`src/rtl/fetch_pkg.sv`:
```
// Shared constants, state encoding and PC alignment helper for the fetch sequencer.
package fetch_pkg;
  localparam int FETCH_WIDTH         = 64;
  localparam int FETCH_SLOTS         = 2;
  localparam int FETCH_SECTION_BYTES = 16;
  localparam int FETCH_MAX_OUT       = 2;

  typedef enum logic [1:0] {
    IDLE  = 2'd0,
    RUN   = 2'd1,
    DRAIN = 2'd2
  } fetch_seq_state_t;

  // Round a PC down to the start of its section; bytes must be a power of two.
  function automatic logic [FETCH_WIDTH-1:0] align_section(
    input logic [FETCH_WIDTH-1:0] pc,
    input int unsigned            bytes
  );
    logic [FETCH_WIDTH-1:0] mask;
    mask = FETCH_WIDTH'(bytes) - FETCH_WIDTH'(1);
    return pc & ~mask;
  endfunction
endpackage

```
`src/rtl/fetch_sequencer_if.sv`:
```
// Bundle between the fetch sequencer and its neighbours: redirect source,
// fetch engine and fetch buffer.
interface fetch_sequencer_if
  import fetch_pkg::*;
#(
  parameter int WIDTH = FETCH_WIDTH,
  parameter int SLOTS = FETCH_SLOTS
);
  localparam int IW = (SLOTS > 1) ? $clog2(SLOTS) : 1;

  logic             clkEn;
  logic             redirectValid;
  logic [WIDTH-1:0] redirectPc;
  logic             reqValid;
  logic             reqReady;
  logic [WIDTH-1:0] reqPc;
  logic             respValid;
  logic             slotWrEn;
  logic [IW-1:0]    slotWrIdx;
  logic [WIDTH-1:0] slotWrPc;
  logic             slotRelease;
  logic [SLOTS-1:0] slotValid;
  logic [IW-1:0]    headIdx;
  logic             preDecodeStall;

  modport master (
    input  clkEn, redirectValid, redirectPc, reqReady, respValid, slotRelease,
    output reqValid, reqPc, slotWrEn, slotWrIdx, slotWrPc, slotValid, headIdx,
           preDecodeStall
  );

  modport slave (
    output clkEn, redirectValid, redirectPc, reqReady, respValid, slotRelease,
    input  reqValid, reqPc, slotWrEn, slotWrIdx, slotWrPc, slotValid, headIdx,
           preDecodeStall
  );
endinterface

```
`src/rtl/fetch_sequencer_slot_tracker.sv`:
```
// Fetch buffer occupancy: head/tail pointers, per-slot valid bits and free count.
module slot_tracker
  import fetch_pkg::*;
#(
  parameter  int SLOTS = FETCH_SLOTS,
  localparam int IW    = (SLOTS > 1) ? $clog2(SLOTS) : 1,
  localparam int CW    = $clog2(SLOTS + 1)
) (
  input  logic             clk,
  input  logic             rst,
  input  logic             flush,
  input  logic             wr_en,
  input  logic             rel_req,
  output logic [SLOTS-1:0] valid,
  output logic [IW-1:0]    head,
  output logic [IW-1:0]    tail,
  output logic [CW-1:0]    free,
  output logic             stall
);
  logic [SLOTS-1:0] valid_reg, valid_next;
  logic [IW-1:0]    head_reg, head_next;
  logic [IW-1:0]    tail_reg, tail_next;
  logic [CW-1:0]    used;
  logic             rel_ok;

  assign rel_ok = rel_req && valid_reg[head_reg];

  generate
    for (genvar gi = 0; gi < SLOTS; gi++) begin : g_slot
      logic set_bit;
      logic clr_bit;
      assign set_bit = wr_en && (tail_reg == IW'(gi));
      assign clr_bit = rel_ok && (head_reg == IW'(gi));
      // Write beats a release of the same slot; a flush beats everything.
      assign valid_next[gi] = flush ? 1'b0 : (set_bit | (valid_reg[gi] & ~clr_bit));
    end
  endgenerate

  assign head_next = flush ? '0 : head_reg + IW'(rel_ok);
  assign tail_next = flush ? '0 : tail_reg + IW'(wr_en);

  always_comb begin
    used = '0;
    for (int i = 0; i < SLOTS; i++) begin
      used = used + CW'(valid_reg[i]);
    end
  end

  always_ff @(posedge clk or posedge rst) begin
    if (rst) begin
      valid_reg <= '0;
      head_reg  <= '0;
      tail_reg  <= '0;
    end else begin
      valid_reg <= valid_next;
      head_reg  <= head_next;
      tail_reg  <= tail_next;
    end
  end

  assign free  = CW'(SLOTS) - used;
  assign valid = valid_reg;
  assign head  = head_reg;
  assign tail  = tail_reg;
  assign stall = !valid_reg[head_reg];
endmodule

```
`src/rtl/fetch_sequencer.sv`:
```
// Fetch buffer sequencer: issues section requests against buffer credit,
// steers returning sections into slots and drains stale requests after a redirect.
module fetch_sequencer
  import fetch_pkg::*;
#(
  parameter int WIDTH         = FETCH_WIDTH,
  parameter int SLOTS         = FETCH_SLOTS,
  parameter int SECTION_BYTES = FETCH_SECTION_BYTES,
  parameter int MAX_OUT       = FETCH_MAX_OUT
) (
  input logic               clk,
  input logic               rst,
  fetch_sequencer_if.master bus
);
  localparam int IW = (SLOTS > 1) ? $clog2(SLOTS) : 1;
  localparam int CW = $clog2(SLOTS + 1);
  localparam int OW = $clog2(MAX_OUT + 1);
  localparam int PW = (MAX_OUT > 1) ? $clog2(MAX_OUT) : 1;

  localparam logic [1:0]       S_IDLE  = IDLE;
  localparam logic [1:0]       S_RUN   = RUN;
  localparam logic [1:0]       S_DRAIN = DRAIN;
  localparam logic [WIDTH-1:0] STEP    = WIDTH'(SECTION_BYTES);

  logic [1:0]       state_reg, state_next;
  logic [WIDTH-1:0] fetch_pc_reg, fetch_pc_next;
  logic [OW-1:0]    outstanding_reg, outstanding_next;
  logic [PW-1:0]    rd_ptr_reg, rd_ptr_next;
  logic [PW-1:0]    wr_ptr_reg, wr_ptr_next;
  logic [WIDTH-1:0] pc_fifo [MAX_OUT];

  logic [CW-1:0]    free;
  logic [IW-1:0]    tail;
  logic [WIDTH-1:0] redirect_aligned;
  logic             issue, resp_take, wr_en, flush, rel_req;

  function automatic logic [PW-1:0] ptr_inc(input logic [PW-1:0] p);
    return (32'(p) == MAX_OUT - 1) ? '0 : p + PW'(1);
  endfunction

  assign redirect_aligned = WIDTH'(align_section(FETCH_WIDTH'(bus.redirectPc), SECTION_BYTES));

  assign bus.reqValid = (state_reg == S_RUN) && bus.clkEn && !bus.redirectValid
                        && (32'(outstanding_reg) < MAX_OUT)
                        && (32'(outstanding_reg) < 32'(free));
  assign bus.reqPc    = fetch_pc_reg;

  assign issue     = bus.reqValid && bus.reqReady;
  // Responses with nothing in flight belong to a pre-reset request and are ignored.
  assign resp_take = bus.clkEn && bus.respValid && (outstanding_reg != '0);
  assign wr_en     = resp_take && (state_reg == S_RUN) && !bus.redirectValid;
  assign flush     = bus.clkEn && bus.redirectValid && (state_reg == S_RUN);
  assign rel_req   = bus.clkEn && bus.slotRelease;

  assign bus.slotWrEn  = wr_en;
  assign bus.slotWrIdx = tail;
  assign bus.slotWrPc  = pc_fifo[rd_ptr_reg];

  always_comb begin
    state_next       = state_reg;
    fetch_pc_next    = fetch_pc_reg;
    rd_ptr_next      = rd_ptr_reg;
    wr_ptr_next      = wr_ptr_reg;
    outstanding_next = outstanding_reg + OW'(issue) - OW'(resp_take);
    if (issue) begin
      fetch_pc_next = fetch_pc_reg + STEP;
      wr_ptr_next   = ptr_inc(wr_ptr_reg);
    end
    if (resp_take) begin
      rd_ptr_next = ptr_inc(rd_ptr_reg);
    end
    if (bus.clkEn) begin
      case (state_reg)
        S_IDLE: begin
          if (bus.redirectValid) begin
            fetch_pc_next = redirect_aligned;
            state_next    = S_RUN;
          end
        end
        S_RUN: begin
          if (bus.redirectValid) begin
            fetch_pc_next = redirect_aligned;
            state_next    = (outstanding_next != '0) ? S_DRAIN : S_RUN;
          end
        end
        S_DRAIN: begin
          if (bus.redirectValid) begin
            fetch_pc_next = redirect_aligned;
          end
          if (outstanding_next == '0) begin
            state_next = S_RUN;
          end
        end
        default: state_next = S_IDLE;
      endcase
    end
  end

  always_ff @(posedge clk or posedge rst) begin
    if (rst) begin
      state_reg       <= S_IDLE;
      fetch_pc_reg    <= '0;
      outstanding_reg <= '0;
      rd_ptr_reg      <= '0;
      wr_ptr_reg      <= '0;
    end else begin
      state_reg       <= state_next;
      fetch_pc_reg    <= fetch_pc_next;
      outstanding_reg <= outstanding_next;
      rd_ptr_reg      <= rd_ptr_next;
      wr_ptr_reg      <= wr_ptr_next;
    end
  end

  // PC of each issued request, read back in order when its section returns.
  always_ff @(posedge clk) begin
    if (issue) begin
      pc_fifo[wr_ptr_reg] <= fetch_pc_reg;
    end
  end

  slot_tracker #(
    .SLOTS (SLOTS)
  ) u_slot_tracker (
    .clk     (clk),
    .rst     (rst),
    .flush   (flush),
    .wr_en   (wr_en),
    .rel_req (rel_req),
    .valid   (bus.slotValid),
    .head    (bus.headIdx),
    .tail    (tail),
    .free    (free),
    .stall   (bus.preDecodeStall)
  );
endmodule

```
`src/flat_wrapper.sv`:
```
// flat-port wrapper written by rule: the top's interface ports become plain ports
module fetch_sequencer_flat import fetch_pkg::*;
#(
  parameter int WIDTH         = FETCH_WIDTH,
  parameter int SLOTS         = FETCH_SLOTS,
  parameter int SECTION_BYTES = FETCH_SECTION_BYTES,
  parameter int MAX_OUT       = FETCH_MAX_OUT
)
  (clk, rst, bus_clkEn, bus_redirectValid, bus_redirectPc, bus_reqReady, bus_respValid, bus_slotRelease, bus_reqValid, bus_reqPc, bus_slotWrEn, bus_slotWrIdx, bus_slotWrPc, bus_slotValid, bus_headIdx, bus_preDecodeStall);
  fetch_sequencer_if #(.WIDTH(WIDTH), .SLOTS(SLOTS)) bus_i ();
  input logic clk;
  input logic rst;
  input wire logic [$bits(bus_i.clkEn)-1:0] bus_clkEn;
  input wire logic [$bits(bus_i.redirectValid)-1:0] bus_redirectValid;
  input wire logic [$bits(bus_i.redirectPc)-1:0] bus_redirectPc;
  input wire logic [$bits(bus_i.reqReady)-1:0] bus_reqReady;
  input wire logic [$bits(bus_i.respValid)-1:0] bus_respValid;
  input wire logic [$bits(bus_i.slotRelease)-1:0] bus_slotRelease;
  output wire logic [$bits(bus_i.reqValid)-1:0] bus_reqValid;
  output wire logic [$bits(bus_i.reqPc)-1:0] bus_reqPc;
  output wire logic [$bits(bus_i.slotWrEn)-1:0] bus_slotWrEn;
  output wire logic [$bits(bus_i.slotWrIdx)-1:0] bus_slotWrIdx;
  output wire logic [$bits(bus_i.slotWrPc)-1:0] bus_slotWrPc;
  output wire logic [$bits(bus_i.slotValid)-1:0] bus_slotValid;
  output wire logic [$bits(bus_i.headIdx)-1:0] bus_headIdx;
  output wire logic [$bits(bus_i.preDecodeStall)-1:0] bus_preDecodeStall;
  assign bus_i.clkEn = bus_clkEn;
  assign bus_i.redirectValid = bus_redirectValid;
  assign bus_i.redirectPc = bus_redirectPc;
  assign bus_i.reqReady = bus_reqReady;
  assign bus_i.respValid = bus_respValid;
  assign bus_i.slotRelease = bus_slotRelease;
  assign bus_reqValid = bus_i.reqValid;
  assign bus_reqPc = bus_i.reqPc;
  assign bus_slotWrEn = bus_i.slotWrEn;
  assign bus_slotWrIdx = bus_i.slotWrIdx;
  assign bus_slotWrPc = bus_i.slotWrPc;
  assign bus_slotValid = bus_i.slotValid;
  assign bus_headIdx = bus_i.headIdx;
  assign bus_preDecodeStall = bus_i.preDecodeStall;
  fetch_sequencer #(.WIDTH(WIDTH), .SLOTS(SLOTS), .SECTION_BYTES(SECTION_BYTES), .MAX_OUT(MAX_OUT)) u_core (.clk(clk), .rst(rst), .bus(bus_i));
endmodule
```
`config.mk`:
```
export PLATFORM = sky130hd
export DESIGN_NAME = fetch_sequencer_flat
export DESIGN_NICKNAME = d
export VERILOG_FILES = /design/src/rtl/fetch_pkg.sv /design/src/rtl/fetch_sequencer_if.sv /design/src/rtl/fetch_sequencer_slot_tracker.sv /design/src/rtl/fetch_sequencer.sv /design/src/flat_wrapper.sv
export SDC_FILE = /design/constraint.sdc
export NUM_CORES = 1
export LEC_CHECK = 0
export CORE_MARGIN = 2
export CORE_UTILIZATION = 50
export DETAILED_ROUTE_END_ITERATION = 8
export PLACE_DENSITY_LB_ADDON = 0.2
export SYNTH_ARGS = -nofsm -noshare
export SYNTH_HDL_FRONTEND = slang
export SYNTH_HIERARCHICAL = 1
export SYNTH_SLANG_ARGS = --single-unit
export TNS_END_PERCENT = 50
```
`constraint.sdc`:
```
create_clock -name clk -period 6.7 [get_ports clk]
set_clock_uncertainty 0.1 [all_clocks]
set_input_delay 0.67 -clock clk [delete_from_list [all_inputs] [get_ports clk]]
set_output_delay 0.67 -clock clk [all_outputs]
set_load 0.005 [all_outputs]
```
---- Word level (Yosys, flattened, before mapping) ----
Memories as Yosys holds them, arrays and structs flattened.
Cells that the tools add are included.
storage, ports and cells
  register bits ........................... 74
  bits in writable memories ............... 128
  input port bits ......................... 71
  word-level logic and storage cells ...... 78
  memories kept ........................... 1
memory list
  name            depth  bits a word  read ports  clocked after Yosys merged registers in  wr ports  RTL line               source
  u_core.pc_fifo  2      64           1           0                                        1         fetch_sequencer.sv:30  logic [WIDTH-1:0] pc_fifo [MAX_OUT];
cells by class
  add/subtract/negate cells ............... 9
  magnitude comparators ................... 3
  equal/unequal tests ..................... 5
  muxes and demuxes ....................... 19
  bitwise operators ....................... 8
  reductions and logical operators ........ 25
operator list
  kind                                                         count
  two-way mux 64 bit                                           4
  adder 64 x 5 -> 64 bit (second input constant)               1
  logical AND 1 bit                                            17
  two-way mux 1 bit                                            10
  two-way mux 2 bit                                            4
  case mux 2 bit (3 select lines)                              1
  zero test 2 bit                                              2
  != test 2 bit (second input constant)                        2
  NOT 1 bit                                                    4
  AND reduction 4 bit                                          1
  nonzero test 2 bit                                           2
  OR reduction 3 bit                                           1
  adder 1 bit                                                  2
  adder 1 bit (second input constant)                          2
  adder 1 x 1 -> 2 bit                                         1
  adder 2 x 1 -> 2 bit                                         1
  AND 1 bit                                                    2
  == test 2 x 1 -> 1 bit (second input constant)               1
  == test 2 bit (second input constant)                        1
  zero test 1 bit                                              2
  less-than comparator 1 x 2 -> 1 bit (second input constant)  1
  less-than comparator 2 bit                                   1
  less-than comparator 2 bit (second input constant)           1
  != test 2 x 1 -> 1 bit (second input constant)               1
  other kinds (3)                                              4

---- Depth between registers and ports, before layout ----
  depth in word-level cells ............... 12
  mapped depth ............................ 16
  depth with buffers taken out ............ 14

---- By module ----
The synthesis kept the hierarchy.
by module, submodules not included
  module           instances  cells an instance  area an instance (µm²)
  fetch_sequencer  1          709                8599.5
  slot_tracker     1          24                 235.2

---- Worst setup path before layout ----
OpenSTA, ideal clock, no wires.
  path kind ............................... flip-flop to flip-flop
  start point ............................. reg u_core.u_slot_tracker.valid_reg[0] (netlist: u_core/u_slot_tracker/valid[0])
  end point ............................... mem u_core/pc_fifo[0][10] in the netlist's numbering (enable)
  library setup time ...................... 0.478 ns
  arrival time ............................ 4.256 ns
  data required time ...................... 6.122 ns
  path slack .............................. 1.865 ns
  cell stages (with the launch flop) ...... 10
  buffers on the path ..................... 2
  clock period less this slack ............ 4.835 ns
  cells stage by stage .................... dfrtp_1 inv_1 ha_1 inv_1 ha_1 nor3b_1 o2111ai_1 clkbuf_1 clkbuf_1 nor2_1
on the way
  cells in the longest elaborated chain, start to end .. 7
RTL lines
  what                                     RTL line                            source
  from (decl)                              fetch_sequencer_slot_tracker.sv:20  logic [SLOTS-1:0] valid_reg, valid_next;
  from (signal assigned)                   fetch_sequencer_slot_tracker.sv:55  valid_reg <= valid_next;
  adder 1 x 1 -> 2 bit                     fetch_sequencer_slot_tracker.sv:45  used = used + CW'(valid_reg[i]);
  subtractor 2 bit                         fetch_sequencer_slot_tracker.sv:61  assign free = CW'(SLOTS) - used;
  named net u_core.free[1]                 fetch_sequencer.sv:32               logic [CW-1:0] free;
  less-than comparator 2 bit               fetch_sequencer.sv:45               && (32'(outstanding_reg) < 32'(free));
  logical AND 1 bit                        fetch_sequencer.sv:45
  logical AND 1 bit                        fetch_sequencer.sv:48               assign issue = bus.reqValid && bus.reqReady;
  two-way mux 1 bit                        fetch_sequencer.sv:117              if (issue) begin
  two-way mux 1 bit (not written as such)  fetch_sequencer.sv:118              pc_fifo[wr_ptr_reg] <= fetch_pc_reg;
  to (decl)                                fetch_sequencer.sv:30
The timed path passes the listed nets, and every way through them passes these cells.

---- Worst setup path in the final report ----
  start point ............................. reg u_core.fetch_pc_reg[8] (netlist: u_core/bus.reqPc[8])
  end point ............................... reg u_core.fetch_pc_reg[63] (netlist: u_core/bus.reqPc[63])
on the way
  cells in the longest elaborated chain, start to end .. 5
RTL lines
  what                                RTL line                                                             source
  from (decl)                         fetch_sequencer.sv:26                                                logic [WIDTH-1:0] fetch_pc_reg, fetch_pc_next;
  from (signal assigned)              fetch_sequencer.sv:108                                               fetch_pc_reg <= fetch_pc_next;
  adder 64 x 5 -> 64 bit *            fetch_sequencer.sv:66                                                fetch_pc_next = fetch_pc_reg + STEP;
  two-way mux 64 bit *                fetch_sequencer.sv:65                                                if (issue) begin
  two-way mux 64 bit                  fetch_sequencer.sv:75, fetch_sequencer.sv:81, fetch_sequencer.sv:87
  two-way mux 64 bit                  -
  two-way mux 64 bit *                fetch_sequencer.sv:72                                                if (bus.clkEn) begin
  named net u_core.fetch_pc_next[63]  fetch_sequencer.sv:26
The timed path passes the listed nets; every way through them passes the cells marked *.
A chain may end at the register's enable or synchronous reset.

==> summary.md <==
| Metric | Value |
|---|---|
| Synth Area in Simple Gates | `0.161` |
| Unrepaired setup endpoints after global routing | `no` |
| Post-Syn Area per Cell | `12.1 sq um` |
| Ant. Diodes | `0` |
| Synth Flop Type | `edfxtp_1` |
| Critical path arrival | `roughly 3.7 ns` |
| Post-synth EDFFs | `120` |
| Worst path top cell family by delay | `simple AND/OR/NAND/NOR gates` |
| CP endpoint kind | `flop` |
| Post CTS Setup Buffer Count | `0` |
| Final worst-path cycle share | `0.517` |
| Register area share after synthesis | `0.606` |
| ANT nets after route | `0` |
| Worst skew pair latency | `around 0.43 ns` |
| Seq cells post-synth | `190` |
| DP Area | `around 11000 sq um` |
| Total GRT Usage | `0.243` |
| Iteration-0 DRC Markers | `618` |
| Synth top area share | `0.408` |
| Share of cells above drive strength 1 | `0.114` |
| Synth Area in XOR/XNOR | `0.0414` |
| Clk slew on worst S/H paths | `0.07 ns` |
| Reg2reg setup slack | `3.24 ns` |
| Slowest stage delay, CP | `roughly 1.1 ns` |
| Clock sink count | `190` |
| Netlist cell types | `between 50 and 60` |
| Final setup violation count | `0` |
| Hold Buf Count CTS | `0` |
| Number of flip-flops in the largest register | `between 100 and 150` |
| Placer Congestion | `between 0.8 and 0.9` |
| Finished Cell Area | `around 12000 sq um` |
| Drt first pass iters | `5` |
| Critical path class | `reg -> reg` |
| CORE AREA | `17300 sq um` |
| Reg area | `roughly 5400 sq um` |
| Via-to-Cell Ratio | `5.81` |
| Post-Syn Instances | `733` |
| Fin. Hold Viols | `0` |
| DR vias | `between 6k and 7k` |
| DPL Wire Length | `about 15 mm` |
| Slew @ Worst Pin | `around 1.1 ns` |
| Tmin final | `between 3 and 4 ns` |
| Maximum root-to-sink buffer count | `2` |
| # nets final | `997` |
| Routed WL per cell | `19.8 um` |
| Die Y | `around 140 um` |
| Port-buffer cells | `a little under 200` |
| FF-to-FF path depth | `5` |
| Post-synthesis adder-cell area fraction | `0.0127` |
| Io pins | `between 200 and 250` |
| Largest net degree at the start of global routing | `70` |
| Area leader, netlist | `edfxtp_1` |
| RR Endpoint | `u_core/bus.reqPc[63]` |
| Most flop-heavy register | `u_core/pc_fifo` |
| Hold Crit Class | `in -> async` |
| Total gr overflow | `0` |
| CP Buf/Inv Count | `0` |
| First-pass GRT wire length | `about 35 mm` |
| H-tree Lvls | `4` |
| TritonCTS clock tree | `done` |
| Die area | `around 19000 sq um` |
| Die width | `137 um` |
| Status | `finished clean` |
| Filler cells | `1290` |
| Synth Cell Area | `just under 9000 sq um` |
| Crit start category | `flop` |
| Peak Freq | `just under 0.3 GHz` |
| Async S/R FF share, synth | `0.368` |
| Mux cell area share after synthesis | `0.0833` |
| Complex-gate fraction of the synthesized area | `0.0612` |
| Slew Limit Fails | `0` |
| Largest family of logic cells by synthesized area | `simple AND/OR/NAND/NOR gates` |
| Syn. warnings | `6` |
| Area occupied by multi-input gates | `3240 sq um` |
| Worst Path Max Fanout | `13` |
| Max_cap viols | `0` |
| Slew headroom | `0.231` |
| CTS Buf Count | `17` |
| Row count | `48` |
| Pleak | `~0.004 uW` |
| Reg2Reg Launch Point | `u_core/bus.reqPc[8]` |
| Cell Chain, Critical Path | `nand4_1 > or4_1 > nor4_2 > nand3_1 > a31oi_1` |
| Number of global-route vias before repair | `between 6k and 7k` |
| CP required | `approximately 7.0 ns` |
| Slowest CP cell | `nor4_2` |
| Top area cells in the synthesized netlist | `edfxtp_1 41%, dfrtp_1 20%, mux2_2 7.6%` |
| Fin Setup TNS | `0 ns` |
| P per Cell Area | `between 300 and 400 nW/um^2` |
| Initial antenna violation count | `0` |
| Number of remaining DRC errors | `0` |
| Final Hold Slack | `0.398 ns` |
| Starting density of the core | `0.511` |
| Final Power | `around 4000 uW` |
| Post_cts resized | `0` |
| Area delta synth->final | `30.3%` |
| Clk Tree Root Cell | `clkbuf_16` |
| VDD IR max | `between 200 and 250 uV` |
| Post-Route WL | `around 23 mm` |
## synth_stat cells (all sizes together), types with 2 or more instances
| master | instances |
|---|---|
| dfrtp | 70 |
| nand4 | 22 |
| nor3 | 17 |
| buf | 12 |
| nand2 | 73 |
| nand3 | 30 |
| and3 | 7 |
| nor4 | 31 |
| mux2 | 60 |
| o2111ai | 2 |
| a21o | 8 |
| xnor2 | 38 |
| a31oi | 15 |
| mux2i | 6 |
| nor2b | 2 |
| nor3b | 3 |
| or4 | 12 |
| or3 | 5 |
| clkbuf | 30 |
| o41ai | 3 |
| or2 | 5 |
| nand2b | 4 |
| and2 | 8 |
| ha | 9 |
| and4 | 10 |
| a21oi | 8 |
| edfxtp | 120 |
| a221oi | 2 |
| o31ai | 4 |
| o21ai | 38 |
| inv | 29 |
| o211ai | 3 |
| nor2 | 34 |
## area by class of cell
| cell class | count | area share |
|---|---|---|
| repair buffers | 200 | 0.172 |
| inverters | 29 | 0.00945 |
| clock buffers | 21 | 0.0391 |
| multi-input cells | 479 | 0.282 |
| clock inverters | 10 | 0.00793 |
| well taps | 225 | 0.0244 |
| flip-flops and latches | 190 | 0.465 |
## how the worst max path moves through the flow
stage	end	slack, ns	depth (start not counted)	from
floorplan	u_core/pc_fifo[0][10]	1.87	9	u_core/u_slot_tracker/valid[0]
global placement	u_core/pc_fifo[1][36]	2.86	6	bus_clkEn
detailed placement	u_core/pc_fifo[1][37]	2.75	6	bus_clkEn
CTS	u_core/pc_fifo[1][59]	3.21	6	bus_clkEn
global route	u_core/pc_fifo[1][34]	3.02	6	bus_clkEn
finish	u_core/bus.reqPc[63]	3.24	5	u_core/bus.reqPc[8]
## power breakdown
part,internal (uW),switching (uW)
Combinational,729,504
Clock,520,427
Sequential,1470,302
Total,2720,1230
## routing by layer
metal / track usage / share of wire
met2: 0.404 / 0.49
met1: 0.317 / 0.41
met5: 0 / 0
met3: 0.0537 / 0.070
met4: 0.0848 / 0.024
## worst register-to-register path, stage by stage, from the launching register on
cell and delay (ns):
dfrtp_1 0.50, nand4_1 0.41, or4_1 0.92, nor4_2 1.06, nand3_1 0.20, a31oi_1 0.21
## layout by cell type, fill, tap and decap left out, drive strengths merged, types with 3 or more instances in the layout
cell type,Yosys,layout
nor4,31,31
and4,10,10
o21ai,38,38
and2,8,8
o41ai,3,3
mux2,60,60
ha,9,9
and3,7,7
a31oi,15,15
buf,12,7
nand4,22,22
or2,5,5
nor3b,3,3
o211ai,3,3
dfrtp,70,70
a21oi,8,8
a21o,8,8
nand2,73,73
edfxtp,120,120
nand2b,4,4
o31ai,4,4
or3,5,5
conb,1,8
nand3,30,30
nor3,17,17
nor2,34,34
clkinv,0,5
xnor2,38,38
or4,12,12
inv,29,31
clkbuf,30,21
mux2i,6,6
clkdlybuf4s50,0,193
## cells by family after synthesis
family | after synthesis
simple gates | 268
flops | 190
fa+ha+maj | 9
xor+xnor | 40
other cells | 1
buf+inv | 71
mux | 66
compound gates | 88
## through the flow
stage | worst slack [ns] | util | std cells
floorplan | 1.87 | - | 740
global placement | 2.86 | 0.634 | 1123
detailed placement | 2.75 | 0.634 | 1123
CTS | 3.21 | 0.666 | 1154
global route | 3.02 | 0.666 | 1154
finish | 3.24 | 0.666 | 1154
No activity file was read; power rests on OpenSTA's default activity.
